### src/rtl/xof_coef_unpacker_pkg.sv
// Shared definitions for the XOF coefficient unpacker: FSM encoding, length
// limits and the keep-to-byte-count helper also used by the sponge.
package xof_coef_unpacker_pkg;

    typedef enum logic [2:0] {
        S_IDLE   = 3'd0,
        S_START  = 3'd1,
        S_STREAM = 3'd2,
        S_DRAIN  = 3'd3,
        S_DONE   = 3'd4
    } state_e;

    localparam int LEN_W   = 13;
    localparam int MAX_LEN = 8191;
    // Bit counter width; holds up to 127, enough for BUF_W <= 79.
    localparam int CNT_W   = 7;

    function automatic logic [3:0] keep_bytes(input logic [7:0] keep);
        logic [3:0] n;
        n = 4'd0;
        for (int i = 0; i < 8; i++) begin
            n = n + {3'd0, keep[i]};
        end
        return n;
    endfunction

endpackage

### src/rtl/xof_coef_unpacker_bit_unpack_buf.sv
// Little-endian bit buffer: appends keep-qualified squeeze words at the
// current fill level and pops COEF_W bits from the bottom.
module xof_coef_unpacker_bit_unpack_buf
    import xof_coef_unpacker_pkg::*;
#(
    parameter int COEF_W = 13,
    parameter int BUF_W  = 64 + COEF_W - 1
) (
    input  logic              clk,
    input  logic              rst_n,
    input  logic              clr_i,
    input  logic              push_i,
    input  logic [63:0]       data_i,
    input  logic [7:0]        keep_i,
    input  logic              pop_i,
    output logic [COEF_W-1:0] coef_o,
    output logic [CNT_W-1:0]  bit_cnt_o
);

    logic [BUF_W-1:0] bits_q, bits_d;
    logic [CNT_W-1:0] cnt_q, cnt_d;
    logic [63:0]      lane_mask_s;
    logic [BUF_W-1:0] word_ext_s;

    // Invalid lanes are zeroed so bits above the fill level always stay clear.
    always_comb begin
        lane_mask_s = 64'd0;
        for (int i = 0; i < 8; i++) begin
            lane_mask_s[8*i +: 8] = keep_i[i] ? 8'hFF : 8'h00;
        end
        word_ext_s = BUF_W'(data_i & lane_mask_s);
    end

    always_comb begin
        bits_d = bits_q;
        cnt_d  = cnt_q;
        if (clr_i) begin
            bits_d = '0;
            cnt_d  = '0;
        end else if (push_i) begin
            bits_d = bits_q | (word_ext_s << cnt_q);
            cnt_d  = cnt_q + CNT_W'({keep_bytes(keep_i), 3'b000});
        end else if (pop_i) begin
            bits_d = bits_q >> COEF_W;
            cnt_d  = cnt_q - CNT_W'(COEF_W);
        end else begin
            bits_d = bits_q;
            cnt_d  = cnt_q;
        end
    end

    always_ff @(posedge clk or negedge rst_n) begin
        if (!rst_n) begin
            bits_q <= '0;
            cnt_q  <= '0;
        end else begin
            bits_q <= bits_d;
            cnt_q  <= cnt_d;
        end
    end

    assign coef_o    = bits_q[COEF_W-1:0];
    assign bit_cnt_o = cnt_q;

endmodule

### src/rtl/xof_coef_unpacker.sv
// Requests N*COEF_W bits from the shake256 squeeze stream and unpacks them
// into COEF_W-bit coefficients with a valid/ready handshake.
module xof_coef_unpacker
    import xof_coef_unpacker_pkg::*;
#(
    parameter int COEF_W = 13,
    parameter int BUF_W  = 64 + COEF_W - 1
) (
    input  logic              clk,
    input  logic              rst_n,
    input  logic              req_valid,
    output logic              req_ready,
    input  logic [LEN_W-1:0]  req_num_coefs,
    output logic              xof_start,
    output logic [LEN_W-1:0]  xof_out_len,
    input  logic [63:0]       xof_data,
    input  logic [7:0]        xof_keep,
    input  logic              xof_valid,
    output logic              xof_ready,
    input  logic              xof_last,
    output logic [COEF_W-1:0] coef_data,
    output logic              coef_valid,
    input  logic              coef_ready,
    output logic              coef_last,
    output logic              done,
    output logic              err
);

    localparam int PROD_W = 17;

    state_e             state_q;
    logic [LEN_W-1:0]   remaining_q;
    logic [LEN_W-1:0]   out_len_q;
    logic               xof_start_q;
    logic               done_q;
    logic               err_q;

    logic [PROD_W-1:0]  bits_s;
    logic [PROD_W-1:0]  len_full_s;
    logic               oversize_s;
    logic [CNT_W-1:0]   bit_cnt_s;
    logic               streaming_s;
    logic               have_coef_s;
    logic               xof_hs_s;
    logic               coef_hs_s;
    logic               clr_s;

    // Byte length of the requested bitstream, rounded up to whole bytes.
    always_comb begin
        bits_s     = PROD_W'(req_num_coefs) * PROD_W'(COEF_W);
        len_full_s = (bits_s + 17'd7) >> 3;
        oversize_s = (len_full_s > PROD_W'(MAX_LEN));
    end

    assign streaming_s = (state_q == S_STREAM) || (state_q == S_DRAIN);
    assign have_coef_s = (bit_cnt_s >= CNT_W'(COEF_W));
    assign xof_ready   = (state_q == S_STREAM) && !have_coef_s;
    assign coef_valid  = streaming_s && have_coef_s && (remaining_q != 13'd0);
    assign coef_last   = coef_valid && (remaining_q == 13'd1);
    assign req_ready   = (state_q == S_IDLE);
    assign xof_hs_s    = xof_valid && xof_ready;
    assign coef_hs_s   = coef_valid && coef_ready;
    assign clr_s       = (state_q == S_IDLE);

    assign xof_start   = xof_start_q;
    assign xof_out_len = out_len_q;
    assign done        = done_q;
    assign err         = err_q;

    xof_coef_unpacker_bit_unpack_buf #(
        .COEF_W (COEF_W),
        .BUF_W  (BUF_W)
    ) u_buf (
        .clk       (clk),
        .rst_n     (rst_n),
        .clr_i     (clr_s),
        .push_i    (xof_hs_s),
        .data_i    (xof_data),
        .keep_i    (xof_keep),
        .pop_i     (coef_hs_s),
        .coef_o    (coef_data),
        .bit_cnt_o (bit_cnt_s)
    );

    // Control FSM; start/done/err are one-cycle registered pulses.
    always_ff @(posedge clk or negedge rst_n) begin
        if (!rst_n) begin
            state_q     <= S_IDLE;
            remaining_q <= 13'd0;
            out_len_q   <= 13'd0;
            xof_start_q <= 1'b0;
            done_q      <= 1'b0;
            err_q       <= 1'b0;
        end else begin
            xof_start_q <= 1'b0;
            done_q      <= 1'b0;
            err_q       <= 1'b0;
            case (state_q)
                S_IDLE: begin
                    if (req_valid) begin
                        if (req_num_coefs == 13'd0) begin
                            done_q  <= 1'b1;
                            state_q <= S_DONE;
                        end else if (oversize_s) begin
                            err_q <= 1'b1;
                        end else begin
                            remaining_q <= req_num_coefs;
                            out_len_q   <= LEN_W'(len_full_s);
                            xof_start_q <= 1'b1;
                            state_q     <= S_START;
                        end
                    end
                end
                S_START: begin
                    state_q <= S_STREAM;
                end
                S_STREAM, S_DRAIN: begin
                    if (coef_hs_s) begin
                        remaining_q <= remaining_q - 13'd1;
                        if (remaining_q == 13'd1) begin
                            done_q  <= 1'b1;
                            state_q <= S_DONE;
                        end
                    end else if (state_q == S_STREAM) begin
                        if (xof_hs_s && xof_last) begin
                            state_q <= S_DRAIN;
                        end
                    end else if (!have_coef_s && (remaining_q != 13'd0)) begin
                        // Sponge ended the stream before enough bits arrived.
                        err_q   <= 1'b1;
                        state_q <= S_IDLE;
                    end
                end
                S_DONE: begin
                    state_q <= S_IDLE;
                end
                default: begin
                    state_q <= S_IDLE;
                end
            endcase
        end
    end

endmodule

### config.mk
export PLATFORM = sky130hd
export DESIGN_NAME = xof_coef_unpacker
export DESIGN_NICKNAME = d
export VERILOG_FILES = /design/src/rtl/xof_coef_unpacker_pkg.sv /design/src/rtl/xof_coef_unpacker_bit_unpack_buf.sv /design/src/rtl/xof_coef_unpacker.sv
export SDC_FILE = /design/constraint.sdc
export NUM_CORES = 1
export LEC_CHECK = 0
export ABC_AREA = 1
export BUFFER_PORTS_ARGS = -buffer_cell sky130_fd_sc_hd__buf_2
export CAP_MARGIN = 10
export CELL_PAD_IN_SITES_DETAIL_PLACEMENT = 1
export CELL_PAD_IN_SITES_GLOBAL_PLACEMENT = 1
export CORE_MARGIN = 4
export CORE_UTILIZATION = 30
export CTS_CLUSTER_DIAMETER = 120
export CTS_CLUSTER_SIZE = 10
export DETAILED_ROUTE_END_ITERATION = 10
export PLACE_DENSITY = 0.66
export SYNTH_ARGS = -nofsm -noshare
export SYNTH_HDL_FRONTEND = slang
export SYNTH_SLANG_ARGS = --single-unit
export TNS_END_PERCENT = 30
### constraint.sdc
create_clock -name clk -period 6.24 [get_ports clk]
set_clock_uncertainty 0.2 [all_clocks]
set_input_delay 1.248 -clock clk [delete_from_list [all_inputs] [get_ports clk]]
set_output_delay 1.248 -clock clk [all_outputs]
set_load 0.005 [all_outputs]
==> summary.md <==
| Metric | Value |
|---|---|
| Status | complete, no violations |
| Fin util | 33.5% |
| Synth unique cells | 44 |
| Hold WS | around 0.29 ns |
| Final nets | roughly 2200 |
| First-pass iteration count of the detailed router | 5 |
| Fin Setup TNS | 0 ns |
| Final setup viols | 0 |
| Min cycle time layout | 4.66 ns |
| Reg power frac | ~16% |
| Core region area | 0.0409 mm2 |
| Post-CTS sizing | 0 |
| CTS Sinks | 115 |
| Fill count | 5406 |
| Net Sw Power | about 4.4 mW |
| Post-Route WL | roughly 50 mm |
| Int Pwr | slightly above 3 mW |
| Wire length of the first global-routing pass | about 80 mm |
| Wire length per cell | 19.1 um |
| Syn Area/Cell | slightly above 6 um2 |
| Via density | 5.36 |
| Area post-placement | between 0.01 and 0.015 mm2 |
| CTS Buf Count | 17 |
| Critical path capture point type | flop |
| Worst slew pin tran | around 1.1 ns |
| Post-synthesis sequential area ratio | between 20% and 30% |
| FFs w/ async S/R, synth | 100% |
| Global placer's final weighted congestion | 0.926 |
| I/O pin cnt | 124 |
| Post-route design area | around 0.014 mm2 |
| H-tree lvl count | 4 |
| Worst min-delay path class | flop to flop |
| Relative slew slack | between 20% and 30% |
| DP HPWL | around 38 mm |
| Cell count after synthesis | ~2100 |
| Postcts setup bufs | 0 |
| Clock power frac | 13.2% |
| CTS tree | built |
| Cts hold-fix bufs | 0 |
| Die Y | ~210 um |
| Die area | 0.0447 mm2 |
| Most common cell after layout, fill and taps aside | nand2_1 |
| Power Total | 7.39 mW |
| Cell area after synthesis | between 0.01 and 0.015 mm2 |
| Initial antenna violation count | 0 |
| Synth Register Bits | around 120 |
| Unrepaired setup endpoints after global routing | false |
| Residual DRC | 0 |
| Cells after DPL | about 2600 |
| Final ANT Viol Nets | 0 |
| Port bufs | roughly 120 |
| Starting Density | 30.4% |
| Crit start category | primary input |
| DR top layer | met4 |
| Total gr overflow | 0 |
| Worst-path clk slew | 0.06 ns |
| Die Width | 211 um |
| Switching portion of total power | about 59% |
| Leak | 7.06 nW |
| Met2 routed WL | ~24 mm |
| GRT Util Overall | between 20% and 30% |
| Post-route clock period utilization | between 70% and 80% |
| Vias | around 14000 |
| F_max | around 0.21 GHz |
| Ys flop type | dfrtp_1 |
| Vias in the first global route | ~15000 |
| Largest net degree at the start of global routing | 73 |
| Clock Path Buffers | 2 |
| Layout area overhead | 10.5% |
| Ant. Diodes | 0 |
| Post-place setup slack | about 1.2 ns |
| Final non-filler cell total | around 2600 |
| Min setup slack post-route | 1.58 ns |
| DR iter-0 viols | just over 900 |
| Power Density | roughly 540 mW/mm2 |
| Wl on met1 | 23.0 mm |
| Insertion delay to the later sink of the worst-skew pair | roughly 0.43 ns |
| Clock root buffer | clkbuf_16 |
| Met3 WL post-DR | 1.89 mm |
| WP data arrival | between 4 and 5 ns |
| Comb pwr share | a little over two thirds |
| Worst vdd ir | between 0.2 and 0.25 mV |
| Slew Viols, Final | 0 |
| Max_cap viols | 0 |
| Crit Path Class | primary input to flop |
| Worst path required time | roughly 6.3 ns |
| Number of flops mapped to enable cells by yosys | 0 |
| Row count | between 70 and 80 |
| Worst-path maximum fanout | 17 |
| Most frequent cells in the layout | 611 x nand2_1, 521 x nand3_1, 152 x nor2_1 |
| Final hold violations | 0 |
| Layout cells sized above 1 | roughly 11% |
| Syn_nets | ~2200 |
| YS warnings | 0 |
flip-flops by register name (all words and copies together) (netlist names):
| register | count |
|---|---|
| u_buf.bits_q | 76 |
| remaining_q | 13 |
| xof_out_len | 13 |
| u_buf.bit_cnt_o | 7 |
| state_q | 3 |
| done | 1 |
| err | 1 |
| xof_start | 1 |
kinds of logic (layout without fill, tap and decap cells):
kind of cell | Yosys count | count (layout) | share of synthesized area [%]
buffers and inverters | 265 | 298 | 9.27
AND/OR/NAND/NOR | 1337 | 1337 | 46.9
AO/OA/AOI/OAI | 243 | 243 | 10.9
multiplexers | 1 | 1 | 0.0806
adder cells (fa/ha/maj) | 71 | 71 | 8.00
flip-flops | 115 | 115 | 23.2
XOR/XNOR | 23 | 23 | 1.62
synth_stat cells (2+ instances only):
cell type | count | area [um2]
clkbuf_1 | 65 | 244
buf_6 | 7 | 78.8
inv_2 | 9 | 33.8
dfrtp_1 | 115 | 2880
o31ai_1 | 3 | 22.5
a21oi_4 | 2 | 32.5
nand4_1 | 8 | 50.1
nor2_2 | 7 | 43.8
buf_1 | 19 | 71.3
nor2_1 | 152 | 571
nor3_1 | 12 | 60.1
a21oi_1 | 91 | 455
a31oi_1 | 8 | 50.1
o22ai_1 | 5 | 31.3
o211ai_1 | 4 | 30.0
or2_2 | 11 | 68.8
buf_4 | 18 | 135
xnor2_1 | 7 | 61.3
fa_1 | 14 | 280
nand2_2 | 4 | 25.0
a21oi_2 | 13 | 114
nand3_1 | 521 | 2610
ha_1 | 57 | 713
nand2_1 | 611 | 2290
o21ai_1 | 21 | 105
xor2_1 | 16 | 140
o21ai_0 | 83 | 415
nand3_2 | 2 | 20.0
a21o_1 | 4 | 30.0
nor4_1 | 2 | 12.5
buf_2 | 29 | 145
o21a_1 | 5 | 37.5
nor2_4 | 3 | 33.8
inv_1 | 117 | 439
power groups by stage:
stage | clock network, mW | logic [mW] | registers, mW
2_1_floorplan | 0 | 3.60 | 1.15
3_3_place_gp | 0 | 5.11 | 1.20
3_5_place_dp | 0 | 5.18 | 1.21
4_1_cts | 0.988 | 5.21 | 1.20
5_1_grt | 1.03 | 5.81 | 1.24
6_report | 0.972 | 5.21 | 1.20
final timing paths:
path / start / end / slack (ns) / depth (start not counted)
setup / recovery: xof_keep[0] / u_buf.bit_cnt_o[6]$_DFFE_PN0P_ / 1.58 / 14
hold / removal: u_buf.bits_q[8]$_DFFE_PN0P_ / u_buf.bits_q[8]$_DFFE_PN0P_ / 0.29 / 2
setup reg to reg: u_buf.bit_cnt_o[0]$_DFFE_PN0P_ / u_buf.bits_q[10]$_DFFE_PN0P_ / 2.44 / 13
hold reg to reg: u_buf.bits_q[8]$_DFFE_PN0P_ / u_buf.bits_q[8]$_DFFE_PN0P_ / 0.29 / 2
max in group asynchronous: rst_n / xof_out_len[11]$_DFFE_PN0P_ / 3.82 / 2
min in group asynchronous: rst_n / u_buf.bits_q[6]$_DFFE_PN0P_ / 0.74 / 1
cell type report:
type	count	area (um2)	share of cell area, %
clock buffers	18	439	3.20
clock inverters	14	130	0.948
multi-input cells	1675	8390	61.1
flip-flops and latches	115	2880	21.0
inverters	127	477	3.47
well taps	532	666	4.85
repair buffers	139	738	5.38
routing by layer:
layer	up-vias	track usage (%)
li1	6860	-
met1	6851	30.4
met3	64	3.35
met5	-	0
met4	0	5.46
met2	267	37.6
critical path, cell delays in order:
cell and delay, ns:
buf_2 0.28, ha_1 0.29, inv_1 0.09, fa_1 0.47, fa_1 0.47, fa_1 0.41, fa_1 0.39, xnor2_1 0.18
ha_1 0.29, a21oi_1 0.14, nand2_1 0.08, xor2_1 0.17, mux2i_1 0.15, o22ai_1 0.08
Note: power is estimated with default switching activity, not from simulation.
